File: config.mk
export PLATFORM = sky130hd
export DESIGN_NAME = param_cpu_core
export DESIGN_NICKNAME = d
export VERILOG_FILES = /design/src/rtl/param_cpu_core.sv
export SDC_FILE = /design/constraint.sdc
export NUM_CORES = 1
export LEC_CHECK = 0
export BUFFER_PORTS_ARGS = -buffer_cell sky130_fd_sc_hd__buf_4
export CORE_MARGIN = 1.5
export CORE_UTILIZATION = 58
export DETAILED_ROUTE_END_ITERATION = 6
export PLACE_DENSITY = 0.84
export SETUP_SLACK_MARGIN = 0.3
export SYNTH_ARGS = -nofsm -noshare
export SYNTH_HDL_FRONTEND = slang
export SYNTH_SLANG_ARGS = --single-unit
File: constraint.sdc
create_clock -name clk -period 4.28 [get_ports clk]
set_input_delay 0.428 -clock clk [delete_from_list [all_inputs] [get_ports clk]]
set_output_delay 0.428 -clock clk [all_outputs]
set_load 0.01 [all_outputs]
File: src/rtl/param_cpu_core.sv
`default_nettype none
// ============================================================================
// Module      : param_cpu_core
// Description : Parametrised single-cycle accumulator CPU. Registers A, B,
//               carry flag, PC and an output latch, fetching from an external
//               combinational ROM. Supports free-run and single-step modes,
//               halt on self-jump, illegal-opcode flagging and a retired-
//               instruction counter.
// Revision    : 1.0 - initial release
// ============================================================================
module param_cpu_core #(
    parameter int DATA_W = 4,
    parameter int PC_W   = 4,
    parameter int CNT_W  = 16
) (
    input  logic              clk,
    input  logic              reset,
    input  logic              tick,
    input  logic              run_mode,
    input  logic              step,
    input  logic [DATA_W+3:0] inst,
    input  logic [DATA_W-1:0] io_in,
    output logic [PC_W-1:0]   pc,
    output logic [DATA_W-1:0] io_out,
    output logic [DATA_W-1:0] reg_a,
    output logic [DATA_W-1:0] reg_b,
    output logic              carry,
    output logic              halted,
    output logic              illegal,
    output logic [CNT_W-1:0]  retired
);

    // Execution-control states
    typedef enum logic [1:0] {
        ST_RUN  = 2'd0,
        ST_STEP = 2'd1,
        ST_HALT = 2'd2
    } state_t;

    // Opcode map
    localparam logic [3:0] c_op_add_a  = 4'b0000;
    localparam logic [3:0] c_op_mov_ab = 4'b0001;
    localparam logic [3:0] c_op_in_a   = 4'b0010;
    localparam logic [3:0] c_op_mov_ai = 4'b0011;
    localparam logic [3:0] c_op_mov_ba = 4'b0100;
    localparam logic [3:0] c_op_add_b  = 4'b0101;
    localparam logic [3:0] c_op_in_b   = 4'b0110;
    localparam logic [3:0] c_op_mov_bi = 4'b0111;
    localparam logic [3:0] c_op_out_b  = 4'b1001;
    localparam logic [3:0] c_op_out_i  = 4'b1011;
    localparam logic [3:0] c_op_jnc    = 4'b1110;
    localparam logic [3:0] c_op_jmp    = 4'b1111;

    state_t              r_state;
    state_t              w_state_nxt;
    logic                r_step_pend;
    logic                w_step_pend_nxt;

    logic [PC_W-1:0]     r_pc;
    logic [DATA_W-1:0]   r_a;
    logic [DATA_W-1:0]   r_b;
    logic [DATA_W-1:0]   r_io_out;
    logic                r_carry;
    logic [CNT_W-1:0]    r_retired;

    logic [3:0]          w_opcode;
    logic [DATA_W-1:0]   w_imm;
    logic [PC_W-1:0]     w_jmp_tgt;
    logic [DATA_W:0]     w_sum_a;
    logic [DATA_W:0]     w_sum_b;
    logic                w_exec;
    logic                w_jump_taken;
    logic                w_self_jump;
    logic                w_undef;
    logic [PC_W-1:0]     w_pc_nxt;
    logic [DATA_W-1:0]   w_a_nxt;
    logic [DATA_W-1:0]   w_b_nxt;
    logic [DATA_W-1:0]   w_io_nxt;
    logic                w_c_nxt;

    assign w_opcode = inst[DATA_W+3:DATA_W];
    assign w_imm    = inst[DATA_W-1:0];

    // The immediate is the jump target; adapt it to the PC width
    if (PC_W > DATA_W) begin : g_tgt_ext
        assign w_jmp_tgt = {{(PC_W-DATA_W){1'b0}}, w_imm};
    end else begin : g_tgt_trunc
        assign w_jmp_tgt = w_imm[PC_W-1:0];
    end

    // Adders keep the carry-out in the top bit
    assign w_sum_a = {1'b0, r_a} + {1'b0, w_imm};
    assign w_sum_b = {1'b0, r_b} + {1'b0, w_imm};

    // An instruction executes on a tick while running, or on a tick with a latched step request
    assign w_exec = tick && ((r_state == ST_RUN) || ((r_state == ST_STEP) && r_step_pend));

    // A taken jump onto its own address parks the core
    assign w_self_jump = w_jump_taken && (w_jmp_tgt == r_pc);

    // Instruction decode: next architectural values if the current instruction executes
    always_comb begin
        w_a_nxt      = r_a;
        w_b_nxt      = r_b;
        w_io_nxt     = r_io_out;
        w_c_nxt      = 1'b0;
        w_pc_nxt     = r_pc + PC_W'(1);
        w_jump_taken = 1'b0;
        w_undef      = 1'b0;
        case (w_opcode)
            c_op_add_a:  {w_c_nxt, w_a_nxt} = w_sum_a;
            c_op_add_b:  {w_c_nxt, w_b_nxt} = w_sum_b;
            c_op_mov_ai: w_a_nxt = w_imm;
            c_op_mov_bi: w_b_nxt = w_imm;
            c_op_mov_ab: w_a_nxt = r_b;
            c_op_mov_ba: w_b_nxt = r_a;
            c_op_in_a:   w_a_nxt = io_in;
            c_op_in_b:   w_b_nxt = io_in;
            c_op_out_b:  w_io_nxt = r_b;
            c_op_out_i:  w_io_nxt = w_imm;
            c_op_jmp:    w_jump_taken = 1'b1;
            c_op_jnc:    w_jump_taken = ~r_carry;
            default:     w_undef = 1'b1;
        endcase
        if (w_jump_taken) begin
            w_pc_nxt = w_jmp_tgt;
        end
    end

    // Control state and step-request register
    always_ff @(posedge clk) begin
        if (reset) begin
            r_state     <= run_mode ? ST_RUN : ST_STEP;
            r_step_pend <= 1'b0;
        end else begin
            r_state     <= w_state_nxt;
            r_step_pend <= w_step_pend_nxt;
        end
    end

    // Next control state; halting takes priority over mode changes, the old state governs this tick
    always_comb begin
        w_state_nxt     = r_state;
        w_step_pend_nxt = r_step_pend;
        case (r_state)
            ST_RUN: begin
                w_step_pend_nxt = 1'b0;
                if (w_exec && w_self_jump) begin
                    w_state_nxt = ST_HALT;
                end else if (!run_mode) begin
                    w_state_nxt = ST_STEP;
                end
            end
            ST_STEP: begin
                if (w_exec && w_self_jump) begin
                    w_state_nxt     = ST_HALT;
                    w_step_pend_nxt = 1'b0;
                end else if (run_mode) begin
                    w_state_nxt     = ST_RUN;
                    w_step_pend_nxt = 1'b0;
                end else if (w_exec) begin
                    w_step_pend_nxt = 1'b0;
                end else if (step) begin
                    w_step_pend_nxt = 1'b1;
                end
            end
            ST_HALT: begin
                w_step_pend_nxt = 1'b0;
            end
            default: begin
                w_state_nxt     = ST_RUN;
                w_step_pend_nxt = 1'b0;
            end
        endcase
    end

    // Architectural registers update only on an executing cycle
    always_ff @(posedge clk) begin
        if (reset) begin
            r_pc      <= '0;
            r_a       <= '0;
            r_b       <= '0;
            r_io_out  <= '0;
            r_carry   <= 1'b0;
            r_retired <= '0;
        end else if (w_exec) begin
            r_pc      <= w_pc_nxt;
            r_a       <= w_a_nxt;
            r_b       <= w_b_nxt;
            r_io_out  <= w_io_nxt;
            r_carry   <= w_c_nxt;
            r_retired <= r_retired + CNT_W'(1);
        end
    end

    assign pc      = r_pc;
    assign io_out  = r_io_out;
    assign reg_a   = r_a;
    assign reg_b   = r_b;
    assign carry   = r_carry;
    assign retired = r_retired;
    assign halted  = (r_state == ST_HALT);
    // Flag is tied to the executing cycle itself, so it is naturally 0 on every other cycle
    assign illegal = w_exec && w_undef && !reset;

endmodule
`default_nettype wire

# After elaboration in Yosys (flattened, before gate mapping)
# Cells that the tools add are included.
[op_classes]
add_sub_neg = 4
multipliers = 0
n_div = 0
magnitude_cmp = 0
eq_ne = 17
n_shift = 0
n_mux = 14
n_bitwise = 2
reduce_logical = 19
[ops]
columns = ["operator", "count"]
rows = [
  ["$pmux 4 s4", 2],
  ["$add 16x1->16 const B", 1],
  ["$eq 4x3->1 const B", 4],
  ["$eq 4x4->1 const B", 4],
  ["$reduce_or 12->1", 1],
  ["$add 4x4->5", 2],
  ["$mux 2", 5],
  ["$eq 4x2->1 const B", 2],
  ["$ne 4x3->1 const B", 2],
  ["$pmux 4 s2", 1],
  ["$reduce_bool 4->1", 2],
  ["$logic_and 1x1->1", 6],
  ["$pmux 2 s3", 1],
  ["$reduce_and 2->1", 3],
  ["$reduce_or 5->1", 1],
  ["$add 4x1->4 const B", 1],
  ["$eq 4x1->1 const B", 1],
  ["$eq 4x4->1", 1],
  ["$logic_not 4->1", 1],
  ["$mux 4", 1],
  ["$pmux 1 s2", 2],
  ["$reduce_and 3->1", 1],
  ["$eq 2x1->1 const B", 1],
  ["$eq 2x2->1 const B", 1],
  ["7 further kinds", 9],
]
[totals]
regBits = 36
latch_bits = 0
ram_bits = 0
romBits = 0
out_inout_bits = 35
mem_count = 0

# Longest topological paths before layout
[depth]
ltp_word = 8
mapped_depth = 7

# Worst setup path after synthesis
# OpenSTA, ideal clock, no wires.
[synth_timing]
kind = "reg2out"
from = "register r_state[1]"
to = "output illegal"
arrival_ns = 1.658
slack_ns = 2.194
path_stages_with_launch = 5
path_buffers = 0
cell_sequence = "edfxtp_1 nand2b_1 nor2_2 nand2_1 a2111oi_0"
[synth_via]
elab_chain_cells = 6
word_cells_on_any_way = 7
[synth_lines]
columns = ["item", "line", "source"]
rows = [
  ["start, declared", "54", "state_t r_state;"],
  ["start signal, assigned", "133", "r_state <= run_mode ? ST_RUN : ST_STEP;"],
  ["start signal, assigned", "136", "r_state <= w_state_nxt;"],
  ["$eq 2x1->1", "96", "assign w_exec = tick && ((r_state == ST_RUN) || ((r_state == ST_STEP) && r_step_pend));"],
  ["$logic_and 1x1->1", "96", ""],
  ["$logic_or 1x1->1 *", "96", ""],
  ["$logic_and 1x1->1 *", "96", ""],
  ["$logic_and 1x1->1 * (2 in series)", "204", "assign illegal = w_exec && w_undef && !reset;"],
  ["end, declared", "29", "output logic illegal,"],
]
# Mark *: on every way between the ends. The rest lies on a longest branch, timed or not.

# Worst setup path after layout
# Same ends and word-level chain as after synthesis.

==> key figures <==
Die
  – Row Count: 22
  – Die Area: 4270 sq um
  – Chip height: 65.3 microns
  – Core area: approximately 3700 sq um
  – Starting Density: approximately three fifths
  – DIE WIDTH: ~65 microns
  – I/O pins: 52

Global routing
  – Vias in the first global route: between 1500 and 2000
  – First-pass GRT wire length: 8760 microns
  – GRT Total Usage: a little over a quarter
  – Largest net degree at the start of global routing: a little over 40
  – Grt total ovfl: 0
  – Initial antenna violation count: 0

Status
  – Outcome: completed

Final layout
  – Final core utilization: between 70 and 80%
  – Proportion of layout cells with a drive suffix above 1: a little over a fifth
  – Commonest non-fill, non-tap cell in the layout: buf_4
  – N_diodes: 0
  – Area delta synth->final: 20.9%
  – Most frequent cells in the layout: buf_4, dfxtp_1, a21oi_1
  – Design area: 2720 sq um
  – # nets final: approximately 340
  – FILL cells: 318

CTS
  – CTS tree: done
  – Number of clock sinks: 36
  – # H-tree levels: 2
  – Hold_buf cts: 0
  – Clk root buf: clkbuf_8
  – Clock Path Buffers: 2
  – Worst-path clk slew: about 0.07 ns
  – Post-CTS sizing: 0
  – CTS buffer count: 5
  – Worst-Skew Late Latency: 0.29 ns
  – Post-CTS Setup Bufs: 0

Route
  – Routed Antenna Nets: 0
  – Routed length on met3: between 300 and 400 microns
  – Routed WL: about 5400 microns
  – Met1 Wirelength: 2510 microns
  – Routed WL per cell: between 15 and 20 microns
  – Drc violations: 0
  – 1st-pass router iterations: 4
  – Top sig layer: met4
  – Via count: 2077
  – Met2 Routed Length: between 2000 and 3000 microns
  – Number of vias per cell: between 5 and 6
  – 1st-iter DRT viols: between 200 and 250

Hold path
  – HP Start: run_mode
  – Hold path endpoint: r_step_pend
  – Hold Crit Depth: 4
  – Hold crit path type: in -> reg

Placement
  – Placed wire-length estimate: 3890 microns
  – Post-DP Area: between 2000 and 3000 sq um
  – IO buf count: between 50 and 60
  – Routability cong.: 0.819
  – Placement Setup Slack: between 2 and 2.5 ns

STA
  – Post-route setup slack: 1.84 ns
  – Hold WS: between 0.4 and 0.5 ns
  – Fin crit share: a little under three fifths
  – RSZ-0062 raised after global routing: false
  – Fin. Hold Viols: 0
  – Fin. max-slew vios: 0
  – Total Neg Setup Slack: 0 ns
  – Setup violations, final: 0
  – Worst-Margin Slew: 0.731 ns
  – Slew headroom: 51.1%
  – Clock Skew: approximately 0.0065 ns
  – Final Critical Period: 2.44 ns
  – Fmax: about 0.41 GHz

Critical path
  – CP peak stage delay: 0.47 ns
  – Startpoint Class: flip-flop
  – Reg2Reg Depth: 4
  – Crit path arrival time: around 2 ns
  – CP cell instances: nand2b_1 > nor2_2 > nand2_1 > a2111oi_0 > buf_4
  – Crit path kind: reg -> out
  – Crit path capture type: primary output
  – Critical Path RT: ~3.9 ns
  – FF-to-FF Start: r_state[1]
  – CP max-delay cell: edfxtp_1
  – Reg-to-Reg End: retired[10]
  – Flop-to-flop setup slack: about 2.2 ns
  – Crit Path Max Fanout: 9

Synthesis
  – Number of flops mapped to enable cells by yosys: 2
  – Syn_nets: ~290
  – Register area share after synthesis: roughly a third
  – Mean Syn Cell Area: 8.66 sq um
  – Synthesized area: approximately 2300 sq um
  – Most used DFF post-synth: dfxtp_1
  – Yosys reg bits: 36
  – Synth cell types: 53
  – Yosys warning count: 0
  – Post-synth ARST share: 0%
  – Mapped Cells: 260

Job
  – Max Cap Viol: 0

Power
  – Max VDD drop: 185 uV
  – Leakage: around 1.2 nW
  – Cell area power density: 277 nW/um^2
## critical path, delay by kind of cell, from the launching register on
family                 cells  cell delay (ns)
DFF                        1             0.47
and+or+nand+nor            3             0.72
AOI/OAI and AO/OA          1             0.35
buffers and inverters      1             0.19
## cell usage after synthesis (2+ instances only)
cell / count / area share, %
ha_1: 10 / 5.6
dfxtp_1: 34 / 30
buf_6: 2 / 1.0
nor4_1: 2 / 0.56
nor2_1: 17 / 2.8
fa_1: 2 / 1.8
nand3_1: 8 / 1.8
o2111ai_1: 3 / 1.2
edfxtp_1: 2 / 2.7
mux2_2: 2 / 1.0
xnor2_1: 4 / 1.6
inv_1: 10 / 1.7
a21oi_1: 22 / 4.9
mux4_1: 2 / 2.3
o21a_1: 2 / 0.67
clkbuf_1: 4 / 0.67
nor2b_1: 8 / 2.2
mux2i_1: 10 / 4.4
xor2_1: 8 / 3.1
nand2b_1: 9 / 2.5
o21bai_1: 3 / 1.0
a211oi_1: 4 / 1.3
a21o_1: 2 / 0.67
or3_1: 13 / 3.6
nand4_1: 5 / 1.4
o211ai_1: 2 / 0.67
a31oi_1: 2 / 0.56
and3_1: 6 / 1.7
and4_1: 2 / 0.78
o21ai_0: 19 / 4.2
nor3_1: 2 / 0.44
buf_4: 2 / 0.67
nand2_1: 17 / 2.8
## logic make-up (layout without fill, tap and decap cells)
kind of cell,Yosys count,after routing,synth area share [%]
AO/OA/AOI/OAI,66,66,17.8
multiplexers,14,14,7.78
flip-flops,36,36,32.9
AND/OR/NAND/NOR,100,100,25.2
adder cells (fa/ha/maj),12,12,7.33
buffers and inverters,20,69,4.39
XOR/XNOR,12,12,4.67
## worst max path at each step
stage | start | endpoint | slack [ns] | cells past startpoint
CTS | r_state[1] | illegal | 1.82 | 5
global placement | r_state[1] | illegal | 2.15 | 5
floorplan | r_state[1] | illegal | 2.19 | 4
finish | r_state[1] | illegal | 1.84 | 5
global route | r_state[1] | illegal | 1.66 | 5
detailed placement | r_state[1] | illegal | 2.15 | 5
## stage by stage
step / cells / total power [mW]
detailed placement: 349 / 0.508
CTS: 357 / 0.756
floorplan: 260 / 0.460
global route: 357 / 0.785
global placement: 349 / 0.504
finish: 357 / 0.755
## state kept, by name, indices dropped and copies added (netlist names)
signal and count:
reg_a 4, retired 16, carry 1, pc 4, reg_b 4, r_state 2
io_out 4, r_step_pend 1
## metal layers
| metal | global-route usage, % | vias to the layer above |
|---|---|---|
| met5 | 0 | - |
| met4 | 8.59 | 0 |
| met3 | 4.45 | 6 |
| met2 | 43.2 | 63 |
| met1 | 36.1 | 958 |
| li1 | - | 1050 |
## area by class of cell
class | count | area (sq um) | share of cell area (%)
clock buffers | 8 | 90.1 | 3.31
inverters | 10 | 37.5 | 1.38
multi-input cells | 204 | 1410 | 51.9
flip-flops and latches | 36 | 741 | 27.2
well taps | 48 | 60.1 | 2.20
repair buffers | 51 | 383 | 14.1
## power breakdown
| part | internal, mW | total [mW] | switching, mW | leakage, nW |
|---|---|---|---|---|
| Sequential | 0.350 | 0.364 | 0.0147 | 0.296 |
| Combinational | 0.0600 | 0.138 | 0.0783 | 0.832 |
| Clock | 0.131 | 0.252 | 0.121 | 0.0455 |
| Total | 0.541 | 0.755 | 0.214 | 1.17 |
No activity file was read; power rests on OpenSTA's default activity.
